### config.mk
export PLATFORM = sky130hd
export DESIGN_NAME = mnist_result_uart_tx
export DESIGN_NICKNAME = d
export VERILOG_FILES = /design/src/rtl/mnist_result_uart_tx.sv
export SDC_FILE = /design/constraint.sdc
export NUM_CORES = 1
export LEC_CHECK = 0
export ABC_AREA = 1
export BUFFER_PORTS_ARGS = -buffer_cell sky130_fd_sc_hd__buf_2
export CORE_MARGIN = 2
export CORE_UTILIZATION = 57
export CTS_CLUSTER_SIZE = 20
export DETAILED_ROUTE_END_ITERATION = 16
export MAX_ROUTING_LAYER = met4
export PLACE_DENSITY_LB_ADDON = 0.05
export SYNTH_ARGS = -nofsm -noshare
export SYNTH_HDL_FRONTEND = slang
export SYNTH_SLANG_ARGS = --single-unit
### constraint.sdc
create_clock -name sys_clk -period 6.8 [get_ports sys_clk]
set_input_delay 1.7 -clock sys_clk [delete_from_list [all_inputs] [get_ports sys_clk]]
set_output_delay 1.7 -clock sys_clk [all_outputs]
set_load 0.1 [all_outputs]
### src/rtl/mnist_result_uart_tx.sv
// Serialises one MNIST classification result as a framed 8N1 UART packet:
// AA 55 {0,class} score[0..N-1] checksum, LSB first, bytes back-to-back.
module mnist_result_uart_tx #(
  parameter int CLK_FREQ  = 25000000,
  parameter int UART_BPS  = 115200,
  parameter int NUM_CLASS = 10
) (
  input  logic                   sys_clk,
  input  logic                   sys_rst,
  input  logic                   result_valid,
  output logic                   result_ready,
  input  logic [3:0]             result_class,
  input  logic [8*NUM_CLASS-1:0] result_scores,
  output logic                   uart_txd,
  output logic                   tx_busy
);

  localparam int BPS_CNT   = CLK_FREQ / UART_BPS;
  localparam int CNT_W     = (BPS_CNT > 1) ? $clog2(BPS_CNT) : 1;
  localparam int NUM_BYTES = NUM_CLASS + 4;
  localparam int IDX_W     = $clog2(NUM_BYTES);

  localparam logic [CNT_W-1:0] BAUD_LAST = CNT_W'(BPS_CNT - 1);
  localparam logic [CNT_W-1:0] CNT_ZERO  = CNT_W'(0);
  localparam logic [CNT_W-1:0] CNT_ONE   = CNT_W'(1);
  localparam logic [IDX_W-1:0] LAST_BYTE = IDX_W'(NUM_BYTES - 1);
  localparam logic [IDX_W-1:0] IDX_ZERO  = IDX_W'(0);
  localparam logic [IDX_W-1:0] IDX_ONE   = IDX_W'(1);

  typedef enum logic [1:0] {
    IDLE  = 2'd0,
    START = 2'd1,
    DATA  = 2'd2,
    STOP  = 2'd3
  } state_t;

  // 8-bit wrapping sum of class and all scores; header bytes excluded.
  function automatic logic [7:0] frame_checksum(
    input logic [3:0]             cls,
    input logic [8*NUM_CLASS-1:0] scores
  );
    logic [7:0] acc;
    acc = {4'h0, cls};
    for (int k = 0; k < NUM_CLASS; k++) begin
      acc = acc + scores[8*k +: 8];
    end
    return acc;
  endfunction

  state_t           state;
  logic [CNT_W-1:0] baud_cnt;
  logic [2:0]       bit_idx;
  logic [IDX_W-1:0] byte_idx;
  logic [7:0]       frame_mem [NUM_BYTES];

  logic             accept;
  logic             bit_end;
  logic [7:0]       cur_byte;
  logic [2:0]       next_bit;

  // Handshake qualifier, end-of-bit strobe and current byte/bit selection.
  always_comb begin
    accept   = result_valid && result_ready;
    bit_end  = (baud_cnt == BAUD_LAST);
    cur_byte = frame_mem[byte_idx];
    next_bit = bit_idx + 3'd1;
  end

  // Snapshot the whole frame at the handshake so later input changes are ignored.
  always_ff @(posedge sys_clk or posedge sys_rst) begin
    if (sys_rst) begin
      for (int k = 0; k < NUM_BYTES; k++) begin
        frame_mem[k] <= 8'h00;
      end
    end else if (accept) begin
      frame_mem[0] <= 8'hAA;
      frame_mem[1] <= 8'h55;
      frame_mem[2] <= {4'h0, result_class};
      for (int k = 0; k < NUM_CLASS; k++) begin
        frame_mem[k+3] <= result_scores[8*k +: 8];
      end
      frame_mem[NUM_BYTES-1] <= frame_checksum(result_class, result_scores);
    end
  end

  // Transmit FSM: bit timing, bit/byte sequencing and registered outputs.
  always_ff @(posedge sys_clk or posedge sys_rst) begin
    if (sys_rst) begin
      state        <= IDLE;
      baud_cnt     <= CNT_ZERO;
      bit_idx      <= 3'd0;
      byte_idx     <= IDX_ZERO;
      uart_txd     <= 1'b1;
      result_ready <= 1'b1;
      tx_busy      <= 1'b0;
    end else begin
      case (state)
        IDLE: begin
          baud_cnt <= CNT_ZERO;
          bit_idx  <= 3'd0;
          byte_idx <= IDX_ZERO;
          if (accept) begin
            state        <= START;
            uart_txd     <= 1'b0;
            result_ready <= 1'b0;
            tx_busy      <= 1'b1;
          end else begin
            uart_txd     <= 1'b1;
            result_ready <= 1'b1;
            tx_busy      <= 1'b0;
          end
        end
        START: begin
          if (bit_end) begin
            baud_cnt <= CNT_ZERO;
            bit_idx  <= 3'd0;
            uart_txd <= cur_byte[0];
            state    <= DATA;
          end else begin
            baud_cnt <= baud_cnt + CNT_ONE;
          end
        end
        DATA: begin
          if (bit_end) begin
            baud_cnt <= CNT_ZERO;
            if (bit_idx == 3'd7) begin
              uart_txd <= 1'b1;
              state    <= STOP;
            end else begin
              bit_idx  <= next_bit;
              uart_txd <= cur_byte[next_bit];
            end
          end else begin
            baud_cnt <= baud_cnt + CNT_ONE;
          end
        end
        STOP: begin
          if (bit_end) begin
            baud_cnt <= CNT_ZERO;
            if (byte_idx == LAST_BYTE) begin
              // Ready rises together with the line returning to idle.
              state        <= IDLE;
              uart_txd     <= 1'b1;
              result_ready <= 1'b1;
              tx_busy      <= 1'b0;
            end else begin
              byte_idx <= byte_idx + IDX_ONE;
              uart_txd <= 1'b0;
              state    <= START;
            end
          end else begin
            baud_cnt <= baud_cnt + CNT_ONE;
          end
        end
        default: begin
          state        <= IDLE;
          baud_cnt     <= CNT_ZERO;
          uart_txd     <= 1'b1;
          result_ready <= 1'b1;
          tx_busy      <= 1'b0;
        end
      endcase
    end
  end

endmodule

* Word level (Yosys, flattened, before mapping) *
Cells that the tools add are included.

storage, ports and cells
  bits in registers = 113
  bits of input ports = 87
  word-level logic and storage cells = 95

operators by class
  $add $sub $neg = 13
  magnitude comparators = 2
  equal/unequal tests = 14
  muxes and demuxes = 35
  bitwise gates (word level) = 1
  reductions and logical operators = 10

operators with widths
  cell                 count
  $add 8x8->8          9
  $bmux 8 s4           1
  $mux 8               3
  $ne 2x2->1 const B   8
  $pmux 8 s2           1
  $mux 1               13
  $mux 2               5
  $mux 3               3
  $pmux 3 s3           1
  $reduce_and 3->1     3
  $add 4x8->8          1
  $add 8x1->8 const B  1
  $eq 8x8->1 const B   1
  $mux 4               2
  $pmux 2 s4           1
  $pmux 4 s2           1
  $ge 5x5->1 const B   1
  $not 4->5            1
  $reduce_and 5->1     1
  $add 4x1->4 const B  1
  $eq 2x2->1 const B   2
  $eq 4x4->1 const B   1
  $lt 3x4->1 const B   1
  $pmux 1 s2           2
  other kinds (11)     11

* Logic depth before layout (Yosys ltp) *
Gate-level depths: netlist of run 1.

  depth after elaboration = 10
  depth in mapped cells = 19

* Least setup slack after synthesis of run 1 *
No wires, ideal clock.

  path kind = input-to-reg
  from = in result_scores[28]
  to = reg frame_mem[7] (netlist bit)
  setup time = 118 ps
  arrival = 5612 ps
  data required time = 6682 ps
  setup slack = 1071 ps
  stages on the path = 19
  buffers on the path = 0
  cell sequence = inv_1 > fa_1 > inv_1 > fa_1 > fa_1 > fa_1 > inv_1 > fa_1 > inv_1 > ha_1 > a21oi_1 > nand2_1 > nand2_1 > nand2_1 > a21oi_1 > xor2_1 > nand3b_1 > nand3_1 > nand2_1

between the ends
  word-level cells in the longest chain between the ends = 7

ends and longest elaborated chain
  element                        line  RTL
  start, declared                13    input logic [8*NUM_CLASS-1:0] result_scores,
  $add 8x8->8 (7 in series)      45    acc = acc + scores[8*k +: 8];
  end signal, assigned by index  80    frame_mem[k+3] <= result_scores[8*k +: 8];
  end signal, assigned by index  82    frame_mem[NUM_BYTES-1] <= frame_checksum(result_class, result_scores);
  end, declared                  54    logic [7:0] frame_mem [NUM_BYTES];

Every way passes these cells.
A chain may end at the register's enable or synchronous reset.

* Final worst setup path of run 1 *
Same ends and word-level chain as after synthesis.

==> results of run 1 <==
-- final timing paths --
check	to	slack (ns)	cells past startpoint	startpoint
worst max-delay path	frame_mem[7]$_DFFE_PP0P_	1.22	20	result_scores[28]
worst min register to register	frame_mem[13]$_DFFE_PP0P_	0.47	2	frame_mem[13]$_DFFE_PP0P_
min in group asynchronous	frame_mem[16]$_DFFE_PP0P_	1.44	2	sys_rst
worst max register to register	uart_txd$_DFFE_PP1P_	4.07	17	byte_idx[0]$_DFFE_PP0P_
worst min-delay path	frame_mem[13]$_DFFE_PP0P_	0.47	2	frame_mem[13]$_DFFE_PP0P_
max in group asynchronous	frame_mem[77]$_DFFE_PP0P_	4.19	3	sys_rst
-- cells in the final DEF, fill, tap and decap left out, drive strengths merged, types with 2 or more instances in the layout --
master    instances
nand3            65
clkinvlp          2
clkinv            8
buf              94
o22ai             3
o211ai            9
a21oi            13
xor2             10
xnor2            11
bufinv            3
fa               54
inv             158
nor3              5
dfstp             2
clkbuf           20
a211oi            2
nor2             29
o21ai            81
nor3b             2
ha               24
nand2           292
dfrtp           111
-- sequential cells by signal (all words and copies together) (netlist names) --
register,flops
frame_mem,93
baud_cnt,8
byte_idx,4
bit_idx,3
state,2
result_ready,1
tx_busy,1
uart_txd,1
-- report_power, final --
part / switching (uW) / internal (uW)
sequential: 27.4 / 748
clock: 311 / 579
combinational: 601 / 448
total: 939 / 1780
-- area by class of cell --
class                           count  area, um^2  share of cell area [%]
Clock buffer                       20         447                    5.25
Tap cell                          172         215                    2.53
Clock inverter                     12         140                    1.65
Multi-Input combinational cell    607        3790                    44.6
Timing Repair Buffer               94         483                    5.67
Sequential cell                   113        2830                    33.3
Inverter                          159         599                    7.04
-- kinds of logic after synthesis --
logic type,Yosys count,share of synthesized area (%)
fa+ha+maj,78,18.6
flops,113,38.1
xor+xnor,21,2.48
simple gates,396,21.8
buf+inv,196,10.7
compound gates,112,8.23
-- stage by stage --
step                      total power, uW  hold WS [ns]  worst slack, ns
after floorplan                      1610         0.444             1.07
after global placement               1820         0.461            0.824
after detailed placement             1840         0.461            0.791
after CTS                            2730         0.476             1.22
after global routing                 2930         0.499             1.03
final                                2710         0.474             1.22
-- synth_stat cells, drive strengths merged --
| cell | count |
|---|---|
| nand2 | 292 |
| inv | 157 |
| dfrtp | 111 |
| o21ai | 81 |
| nand3 | 65 |
| fa | 54 |
| nor2 | 29 |
| ha | 24 |
| clkbuf | 19 |
| buf | 18 |
| a21oi | 13 |
| xnor2 | 11 |
| xor2 | 10 |
| o211ai | 9 |
| nor3 | 5 |
| o22ai | 3 |
| a211oi | 2 |
| clkinv | 2 |
| dfstp | 2 |
| nor3b | 2 |
| a21o | 1 |
| a311o | 1 |
| nand3b | 1 |
| nand4 | 1 |
| o21bai | 1 |
| o32ai | 1 |
| or2 | 1 |
-- critical path, cell delays in order --
cell and delay (ns):
buf_2 0.07, inv_1 0.05, fa_1 0.53, inv_1 0.05, fa_1 0.52, fa_1 0.52
fa_1 0.54, inv_1 0.06, fa_1 0.52, inv_1 0.04, ha_1 0.34, a21oi_1 0.15
nand2_1 0.07, nand2_1 0.08, nand2_1 0.06, a21oi_1 0.15, xor2_1 0.18, nand3b_1 0.12
nand3_1 0.07, nand2_1 0.08
-- metal layers --
layer	vias up	global-route usage [%]	share of wire, %
met2	144	44.5	49
li1	2954	-	-
met3	31	4.94	4.7
met5	-	-	0
met1	2791	36.4	44
met4	0	8.36	2.0
==> out/results.tsv, run 1 <==
metric	value	unit
outcome	complete, no violations	
grt_max_degree	84	
yosys_warnings	0	
slew_headroom	44.4	%
hold_viol_final	0	
fin_setup_tns	0	ns
critPathLaunchType	input port	
synthesis.area	7420	um^2
num_rows	41	
min_path_type	reg2reg	
via_count	5920	
worst_pin_slew	0.833	ns
synthCells	916	
avgSynthCellArea	8.10	um^2
wl	17500	um
routabilityCongestion	0.882	
overflow	0	
postCtsHoldBufs	0	
cts.sinks	113	
cp_max_fo	5	
post-route-util	67.2	%
drtIter0Drc	405	
worstPathRequired	7.15	ns
avgRoutedWirePerCell	14.8	um
ys_seq_area_share	38.1	%
io_buffers	89	
core_region_area	12700	um^2
drc	0	
finalMaxSlewViolations	0	
stdcell_area	8510	um^2
drive_above_1_share	13.7	%
postCtsSetupRepairBufs	0	
cts_resized	0	
io_pins	90	
synth.ff_latch_count	113	
fmax	179	MHz
rsz0062_at_grt	no	
synth_top_cell_by_area	dfrtp_1	
place_inst	1145	
yosys-top-cells-area	dfrtp_1, nand2_1, fa_1, inv_1, o21ai_0	
arrival	5.93	ns
finalSetupViolCount	0	
clk_pin_slew	0.05	ns
postRouteAntennaNets	0	
stdcell_count	1177	
cts_buffer_depth	2	
syn_nets	1081	
end_kind	register	
maxCapViolCount	0	
dp_hpwl	12300	um
antenna_found_initial	0	
grt_usage	27.8	%
die-area	13900	um^2
first_pass_iters	5	
n_antenna_cell	0	
powerDensity	319	nW/um^2
place_area	7920	um^2
synth_top_area_share	37.4	%
num-nets-final	1157	
die_w	118	um
grt_pass1_vias	5751	
start_util	58.6	%
root_buffer	clkbuf_16	
finalClockSkew	0.00377	ns
ir_drop	0.000280	V
dieHeight	118	um
synth.distinct_cells	36	
nFillCells	1129	
fin_crit	5.58	ns
cts_tree	done	
p_leak	0.00449	uW
syn_to_final_growth	14.7	%
viasPerCell	5.03	
htree_levels	4	
clkLatencyLatePin	0.42	ns
min_period_over_period	82.0	%
grt_pass1_wl	29200	um
crit_type	in2reg	
cts_made_buffers	17	
Power figures use the tool's default switching activity.
==> run 2: changes to the inputs <==
--- a/config.mk
+++ b/config.mk
@@ -8,7 +8,7 @@
 export ABC_AREA = 1
 export BUFFER_PORTS_ARGS = -buffer_cell sky130_fd_sc_hd__buf_2
 export CORE_MARGIN = 2
-export CORE_UTILIZATION = 57
+export CORE_UTILIZATION = 54
 export CTS_CLUSTER_SIZE = 20
 export DETAILED_ROUTE_END_ITERATION = 16
 export MAX_ROUTING_LAYER = met4
==> constraint.sdc (replaced) <==
create_clock -name sys_clk -period 4.9 [get_ports sys_clk]
set_input_delay 1.225 -clock sys_clk [delete_from_list [all_inputs] [get_ports sys_clk]]
set_output_delay 1.225 -clock sys_clk [all_outputs]
set_load 0.1 [all_outputs]
==> run 2 against run 1 <==
Global-route usage shrank 0.11 points. Via count grew 2.1%. Clock skew up 0.0025 ns. Largest power group unchanged.
==> out/results.tsv, run 2 (synthesized netlist as in run 1, its figures left out) <==
metric	value	unit
start_util	55.6	%
critPathLaunchType	input port	
stdcell_area	8790	um^2
maxCapViolCount	0	
swShare	34.5	%
cp_num_buf_inv	5	
min_path_type	reg2reg	
path_common_cell	fa_1	
outcome	complete, no violations	
first_pass_iters	4	
num-nets-final	1182	
largest_register	frame_mem	
grt_max_degree	82	
place_inst	1174	
cp_max_fo	3	
worstPathRequired	5.25	ns
crit_slowest_cell	fa_1	
dp_hpwl	12600	um
cts_tree	done	
clkPwrFrac	28.5	%
power_frac_seq	25.5	%
grt_pass1_wl	29900	um
powerDensity	480	nW/um^2
ir_drop	0.000362	V
core_region_area	13300	um^2
p_int	2760	uW
viasPerCell	5.01	
io_pins	90	
avgRoutedWirePerCell	14.7	um
postCtsHoldBufs	0	
num_rows	42	
combinationalPowerShare	46.0	%
cts_buffer_depth	2	
min_period_over_period	99.1	%
switchingPower	1460	uW
stdcell_count	1206	
largest_register_ff_count	93	
root_buffer	clkbuf_16	
htree_levels	4	
routabilityCongestion	0.856	
finalMaxSlewViolations	0	
p_leak	0.00461	uW
worst_pin_slew	0.899	ns
hold_viol_final	0	
finalClockSkew	0.00627	ns
rsz0062_at_grt	yes	
final_common_cell	nand2_1	
cts_made_buffers	17	
via_count	6045	
final_cell_mix	nand2_1, inv_1, dfrtp_1, buf_2, o21ai_0	
clkLatencyLatePin	0.42	ns
end_kind	register	
cts.sinks	113	
postRouteAntennaNets	0	
top_regs	frame_mem: 93 flops, baud_cnt: 8 flops, byte_idx: 4 flops	
fmax	206	MHz
arrival	5.21	ns
drive_above_1_share	17.2	%
cp_top_family	adder cells	
post-route-util	65.8	%
slowest_delay	0.57	ns
syn_to_final_growth	18.4	%
fin_crit	4.85	ns
drtIter0Drc	358	
io_buffers	89	
grt_usage	27.7	%
slew_headroom	40.1	%
fin_setup_tns	0	ns
postCtsSetupRepairBufs	0	
grt_pass1_vias	5961	
wl	17800	um
clk_pin_slew	0.05	ns
die-area	14700	um^2
drc	0	
n_antenna_cell	0	
overflow	0	
die_w	121	um
place_area	8190	um^2
crit_type	in2reg	
dieHeight	121	um
finalSetupViolCount	0	
antenna_found_initial	0	
crit_chain	buf_8, inv_8, fa_1, inv_2, fa_1, fa_1, fa_1, inv_2, fa_1, inv_2, ha_4, a21oi_2, nand2_2, nand2_2, nand2_2, a21oi_2, xor2_1, nand3b_1, nand3_1, nand2_1	
-- run 2: path summary, 6_finish.rpt --
check                                           from  slack [ns]                         to  cells past startpoint
setup reg to reg             byte_idx[2]$_DFFE_PP0P_        2.46       uart_txd$_DFFE_PP1P_                     14
hold / removal             frame_mem[58]$_DFFE_PP0P_        0.48  frame_mem[58]$_DFFE_PP0P_                      2
min in group asynchronous                    sys_rst        0.99  frame_mem[24]$_DFFE_PP0P_                      2
max in group asynchronous                    sys_rst        3.15  frame_mem[13]$_DFFE_PP0P_                      3
setup / recovery                   result_scores[20]        0.05   frame_mem[7]$_DFFE_PP0P_                     20
hold reg to reg            frame_mem[58]$_DFFE_PP0P_        0.48  frame_mem[58]$_DFFE_PP0P_                      2
-- run 2: what timing repair did --
action                                  4_1_cts  5_1_grt
endpoints found under the setup margin        1        2
pin swaps                                     3        5
gates resized for setup                       3       10
-- run 2: metal layers --
metal  track usage, %  up-vias  wire [um]
li1                 -     3002          -
met1             36.8     2879       7870
met2             43.9      138       8710
met3             4.98       26        815
met4             8.33        0        376
met5                -        -          0
-- run 2: final cells by class --
class / count / area [um^2]
Tap cell: 176 / 220
Clock buffer: 26 / 489
Timing Repair Buffer: 119 / 706
Sequential cell: 113 / 2830
Fill cell: 1215 / 4560
Multi-Input combinational cell: 607 / 3850
Inverter: 159 / 607
Clock inverter: 6 / 80.1
-- run 2: metrics by stage --
stage | total power [uW] | setup WS, ns | hold WS, ns
2_1_floorplan | 2420 | -0.0676 | 0.444
3_3_place_gp | 2930 | -0.374 | 0.460
3_5_place_dp | 2980 | -0.486 | 0.464
4_1_cts | 4200 | 0.00140 | 0.479
5_1_grt | 4580 | -0.104 | 0.488
6_report | 4220 | 0.0452 | 0.477
-- run 2: worst min-delay path, delay by kind of cell (launching register included) --
family           cells  cell delay, ns
flip-flops           1            0.34
AND/OR/NAND/NOR      2            0.10
-- run 2: power by group through the flow --
stage | sequential, uW | clock [uW] | combinational [uW]
after CTS | 1080 | 1210 | 1910
after floorplan | 1080 | 0 | 1340
after detailed placement | 1090 | 0 | 1890
final | 1080 | 1200 | 1940
after global routing | 1090 | 1260 | 2240
after global placement | 1090 | 0 | 1840
